**src/rtl/fifo_wr_ctrl.sv**
```systemverilog
// Purpose: write-side burst controller feeding a single-clock FIFO with DEPTH-word incrementing bursts.
// Latency: first write SETTLE_CYC+1 edges after empty is first sampled in IDLE; burst_cnt updates 2 edges after the last write.
// Backpressure: fifo_full seen during a write aborts the burst and sets sticky ovf_err; new bursts wait for fifo_empty.
module fifo_wr_ctrl #(
    parameter int DATA_W     = 8,
    parameter int DEPTH      = 256,
    parameter int SETTLE_CYC = 2
) (
    input  logic              sys_clk,
    input  logic              sys_rst,
    input  logic              enable,
    input  logic              fifo_empty,
    input  logic              fifo_full,
    output logic              fifo_wr_en,
    output logic [DATA_W-1:0] fifo_wr_data,
    output logic              busy,
    output logic [15:0]       burst_cnt,
    output logic              ovf_err
);

    localparam int IDX_W = (DEPTH > 1) ? $clog2(DEPTH) : 1;
    localparam int CNT_W = $clog2(SETTLE_CYC + 1);

    typedef enum logic [1:0] {
        IDLE,
        SETTLE,
        WRITE,
        DONE
    } state_t;

    state_t            state;
    logic [CNT_W-1:0]  settle_cnt;
    logic [IDX_W-1:0]  word_idx;
    logic [DATA_W-1:0] burst_base;

    // First word of a burst is the low bits of the completed-burst count; burst_cnt
    // cannot change during WRITE, so loading it into fifo_wr_data on entry and
    // incrementing per word yields (base + i) mod 2^DATA_W.
    assign burst_base = DATA_W'(burst_cnt);

    // Every state except IDLE counts as busy; derived from the state register only.
    assign busy = (state != IDLE);

    // Burst sequencer: settle qualification, write burst with abort on full, completion count.
    always_ff @(posedge sys_clk) begin
        if (sys_rst) begin
            state        <= IDLE;
            settle_cnt   <= '0;
            word_idx     <= '0;
            fifo_wr_en   <= 1'b0;
            fifo_wr_data <= '0;
            burst_cnt    <= '0;
            ovf_err      <= 1'b0;
        end else begin
            case (state)
                IDLE: begin
                    fifo_wr_en <= 1'b0;
                    if (enable && fifo_empty) begin
                        state      <= SETTLE;
                        settle_cnt <= '0;
                    end
                end

                SETTLE: begin
                    // Any drop of empty or enable restarts qualification from IDLE.
                    // Once SETTLE_CYC consecutive high samples are counted, the next
                    // edge launches word 0 together with fifo_wr_en.
                    if (!fifo_empty || !enable) begin
                        state <= IDLE;
                    end else if (settle_cnt == CNT_W'(SETTLE_CYC)) begin
                        state        <= WRITE;
                        fifo_wr_en   <= 1'b1;
                        fifo_wr_data <= burst_base;
                        word_idx     <= '0;
                    end else begin
                        settle_cnt <= settle_cnt + CNT_W'(1);
                    end
                end

                WRITE: begin
                    // enable is deliberately not looked at here: bursts are atomic.
                    if (fifo_full && fifo_wr_en) begin
                        ovf_err    <= 1'b1;
                        fifo_wr_en <= 1'b0;
                        state      <= DONE;
                    end else if (word_idx == IDX_W'(DEPTH - 1)) begin
                        fifo_wr_en <= 1'b0;
                        state      <= DONE;
                    end else begin
                        word_idx     <= word_idx + IDX_W'(1);
                        fifo_wr_data <= fifo_wr_data + DATA_W'(1);
                    end
                end

                DONE: begin
                    fifo_wr_en <= 1'b0;
                    burst_cnt  <= burst_cnt + 16'd1;
                    state      <= IDLE;
                end

                default: begin
                    fifo_wr_en <= 1'b0;
                    state      <= IDLE;
                end
            endcase
        end
    end

endmodule
```
**config.mk**
```make
export PLATFORM = sky130hd
export DESIGN_NAME = fifo_wr_ctrl
export DESIGN_NICKNAME = d
export VERILOG_FILES = /design/src/rtl/fifo_wr_ctrl.sv
export SDC_FILE = /design/constraint.sdc
export NUM_CORES = 1
export LEC_CHECK = 0
export ABC_AREA = 0
export CORE_ASPECT_RATIO = 2
export CORE_MARGIN = 2
export CORE_UTILIZATION = 50
export CTS_BUF_LIST = sky130_fd_sc_hd__clkbuf_8
export CTS_CLUSTER_DIAMETER = 60
export DETAILED_ROUTE_END_ITERATION = 16
export GPL_TIMING_DRIVEN = 0
export PLACE_DENSITY = 0.71
export SLEW_MARGIN = 10
export SYNTH_ARGS = -nofsm -noshare
export SYNTH_HDL_FRONTEND = slang
export SYNTH_SLANG_ARGS = --single-unit
```
**constraint.sdc**
```tcl
create_clock -name sys_clk -period 3 [get_ports sys_clk]
set_input_delay 0.45 -clock sys_clk [delete_from_list [all_inputs] [get_ports sys_clk]]
set_output_delay 0.45 -clock sys_clk [all_outputs]
set_load 0.01 [all_outputs]
```
Word-level counts from Yosys, hierarchy flattened

Index checks and enable logic that the tools add are counted.

$add $sub $neg: 4
Eq/ne operators: 13
Muxes and demuxes: 25
Reduce and logical (&&, ||, !) cells: 15

Operators with widths:

| cell                    | count |
|---|---|
| $mux W8                 | 8 |
| $pmux W8 S2             | 2 |
| $add A16 B1 Y16 const B | 1 |
| $add A8 B1 Y8 const B   | 2 |
| $mux W2                 | 8 |
| $ne A2 B2 Y1 const B    | 6 |
| $eq A8 B8 Y1 const B    | 1 |
| $pmux W2 S4             | 1 |
| $eq A2 B2 Y1 const B    | 3 |
| $ne A3 B3 Y1 const B    | 2 |
| $reduce_and A3 Y1       | 2 |
| $reduce_bool A2 Y1      | 3 |
| $reduce_and A5 Y1       | 1 |
| $mux W1                 | 4 |
| $pmux W2 S2             | 1 |
| $reduce_and A4 Y1       | 1 |
| $pmux W1 S3             | 1 |
| $add A2 B1 Y2 const B   | 1 |
| $eq A2 B1 Y1 const B    | 1 |
| $logic_and A1 B1 Y1     | 2 |
| $logic_not A1 Y1        | 2 |
| $logic_not A2 Y1        | 1 |
| $reduce_and A2 Y1       | 1 |
| $reduce_or A2 Y1        | 1 |
| $logic_or A1 B1 Y1      | 1 |

Register bits after elaboration: 38
Logic and storage cells: 64

Longest topological paths before layout

Depth after elaboration: 4
Depth in mapped cells: 6
Mapped depth without buffers: 6

Worst setup path before layout

Ideal clock, no wire load.

Path type: flip-flop to flip-flop
From: reg burst_cnt[2]
To: reg burst_cnt[15]
Data arrival time: 1614 ps
Required time: 2930 ps
Path slack: 1316 ps
Stages on the path, launching flop included: 6
Buffers on the path: 1
Clock period less this slack: 1684 ps
Cells stage by stage: dfxtp_1 nand3_2 or3_1 buf_2 or4_1 a21oi_1

Word-level cells in the longest chain between the ends: 1

Ends and longest elaborated chain:

| element                  | RTL line | source |
|---|---|---|
| start: declaration       | 17       | `output logic [15:0] burst_cnt,` |
| start signal: assignment | 97       | `burst_cnt <= burst_cnt + 16'd1;` |
| $add A16 B1 Y16          | 97       |  |

No other way between the ends.
A chain may end at the register's enable or synchronous reset.

Worst setup path after layout

From: in fifo_full
To: reg fifo_wr_data[4]

Word-level cells in the longest chain between the ends: 3

Ends and longest elaborated chain:

| element                     | RTL line | source |
|---|---|---|
| start: declaration          | 13       | `input logic fifo_full,` |
| $logic_and A1 B1 Y1         | 82       | `if (fifo_full && fifo_wr_en) begin` |
| $ne A2 B2 Y1 (no line)      | n/a      |  |
| $reduce_and A5 Y1 (no line) | n/a      |  |
| end signal: assignment      | 73       | `fifo_wr_data <= burst_base;` |
| end signal: assignment      | 91       | `fifo_wr_data <= fifo_wr_data + DATA_W'(1);` |
| end: declaration            | 15       | `output logic [DATA_W-1:0] fifo_wr_data,` |

No other way between the ends.

==> impl_metrics.ini <==
[routing]
wl_met3_um = 192
drt_iter0_markers = 38
via_count = 1991
met2_length_mm = 2.92
drc_errors = 0
drtAntennaViolNets = 0
first_pass_iters = 4
wirelength_mm = 5.35
top_layer = met4
avgViaCountPerCell = 6.02
met1Wirelength_mm = 2.03
routedWlPerCell_um = 16.2

[worst_setup_path]
arrival_ps = 2230
path_class = in -> reg
worstPathMaxFanout = 6
rrSetupSlack_ps = 1020
cp-start-kind = input port
critPathCaptureType = flop
critPathRequiredTime_ps = 3180

[floorplanning]
core_area_um2 = 3800
rows = 32
start_util_pct = 51.7
die-height_um = 92.7
die_w_um = 48.4
die_area_um2 = 4480
io_pins = 32

[place]
place_ws_ps = 685
gp_congestion = 0.887
portBuffers = 31
dp_hpwl_mm = 4.06

[global_route]
grt_max_degree = 12
antenna_found_initial = 0
first_global_vias = 1963
track_usage_pct = 25.4
grt_pass1_wl_mm = 8.92
grt-ovfl-total = 0

[pwr]
power.density_nw_per_um2 = 365
ir_worst_vdd_mv = 0.242
power.leakage_nw = 0.778

[flow_run]
maxCapViolations = 0

[synthesis]
synth_top_area_share_pct = 38.7
synth_cells = 241
syn_avg_cell_area_um2 = 8.17
synth.area.top_cells = dfxtp_1, a21oi_1, nand2_1
synth_top_area_cell = dfxtp_1
ys_ff_latch = 38
synth_top_cells_by_count = dfxtp_1, nand2_1, a21oi_1
synth_most_common_cell = dfxtp_1
synth-edff-count = 0
syn-num-nets = 250
synth_seq_area_share_pct = 38.7
synth.distinct_cells = 48
synth.cell_area_um2 = 1970
synthFlopType = dfxtp_1
ys.warnings.count = 0
async_reset_ff_share_pct = 0

[status]
status = completed

[sta]
max-slew-margin-rel_pct = 63.1
fin_setup_tns_ps = 0
clock.fmax_mhz = 488
finalHoldViolCount = 0
period_share_pct = 68.3
min_period_ps = 2050
rsz0062_at_grt = no
setup_viol = 0
drv_slew = 0
setup_slack_ps = 952
worst_pin_slew_ps = 553
clock_skew_ps = 7.96

[clock_tree]
clockRootBuffer = clkbuf_8
clk_pin_slew_ps = 70
post_cts_resized = 0
htreeDepth = 2
postCtsSetupBuffers = 0
clock_latency_ps = 290
cts_hold_buf = 0
cts_sinks = 38
cts_tree = yes
cts_made_buffers = 5
cts_buffer_depth = 2

[cells_and_area]
area_delta_synth_final_pct = 23.6
final_net_count = 288
n_antenna_cell = 0
final_util_pct = 64.0
drive_gt1_share_pct = 5.00

[worst_hold_path]
hp-class = reg -> reg
## final cells by class
cell class,count,area [um2]
Fill cell,367,1370
Multi-Input combinational cell,187,1140
Sequential cell,38,761
Timing Repair Buffer,31,310
Clock buffer,6,82.6
Tap cell,51,63.8
Buffer,12,48.8
Inverter,4,15.0
Clock inverter,2,8.76
## final timing paths
check / startpoint / to / cells past startpoint
max: fifo_full / fifo_wr_data[4] / 5
max reg2reg: state[0] / fifo_wr_data[7] / 6
min reg2reg: settle_cnt[1] / settle_cnt[1] / 2
min: settle_cnt[1] / settle_cnt[1] / 2
## metal layers
| metal | vias to the layer above | global-route usage [%] |
|---|---|---|
| li1 | 978 | - |
| met1 | 935 | 23.8 |
| met2 | 58 | 48.7 |
| met3 | 20 | 4.52 |
| met4 | 0 | 16.7 |
| met5 | - | 0 |
## state kept, by name (all words and copies together), names as in the netlist, named ones only
| signal | flops |
|---|---|
| word_idx | 8 |
| settle_cnt | 2 |
| fifo_wr_data | 8 |
| burst_cnt | 16 |
| state | 1 |
| fifo_wr_en | 1 |
| ovf_err | 1 |
## kinds of logic (layout without fill, tap and decap cells)
logic type                 count (synthesis)  in the layout  synth area share (%)
buffers and inverters                     16             55                  3.24
muxes                                      1              1                 0.509
and+or+nand+nor                          108            108                  29.0
xor gates and xnor gates                   9              9                  4.01
AOI/OAI and AO/OA                         65             65                  22.1
DFF                                       38             38                  38.7
adders and majority gates                  4              4                  2.54
## power by group
group          switching [mW]  internal (mW)
clock                   0.175          0.182
sequential           0.000741          0.505
combinational          0.0168        0.00929
## through the flow
stage / hold WS, ps / total power, mW / cells / area (um2)
after floorplan: 436 / 0.529 / 241 / 1970
after global placement: 444 / 0.543 / 323 / 2340
after detailed placement: 456 / 0.543 / 323 / 2340
after CTS: 466 / 0.898 / 331 / 2430
after global routing: 502 / 0.916 / 331 / 2430
final: 461 / 0.889 / 331 / 2430
## placed cells by master (no fill, tap or decap), types with 2 or more instances in the layout
cell / n
o31ai_1: 4
and3_1: 4
and2_1: 3
a21boi_0: 2
and4_1: 5
o211ai_1: 2
nor3_1: 4
clkdlybuf4s50_1: 31
buf_2: 3
nor4_1: 4
nand2_1: 29
or3_1: 6
a311oi_1: 5
ha_1: 4
nand4_1: 9
or4_1: 5
nand2b_1: 4
clkbuf_1: 7
a22oi_1: 2
a21oi_1: 24
xor2_1: 6
a31oi_1: 4
inv_1: 5
clkbuf_8: 6
nand3_1: 13
o31a_1: 2
buf_1: 2
o21ai_0: 5
xnor2_1: 3
dfxtp_1: 38
o32ai_1: 4
nor2b_1: 2
nor2_1: 15
## critical path, stage by stage
cell             delay [ps]
clkdlybuf4s50_1         460
and2_0                  300
a211oi_2                470
nor2_1                  220
o221a_2                 320
Note: power is estimated with default switching activity, not from simulation.
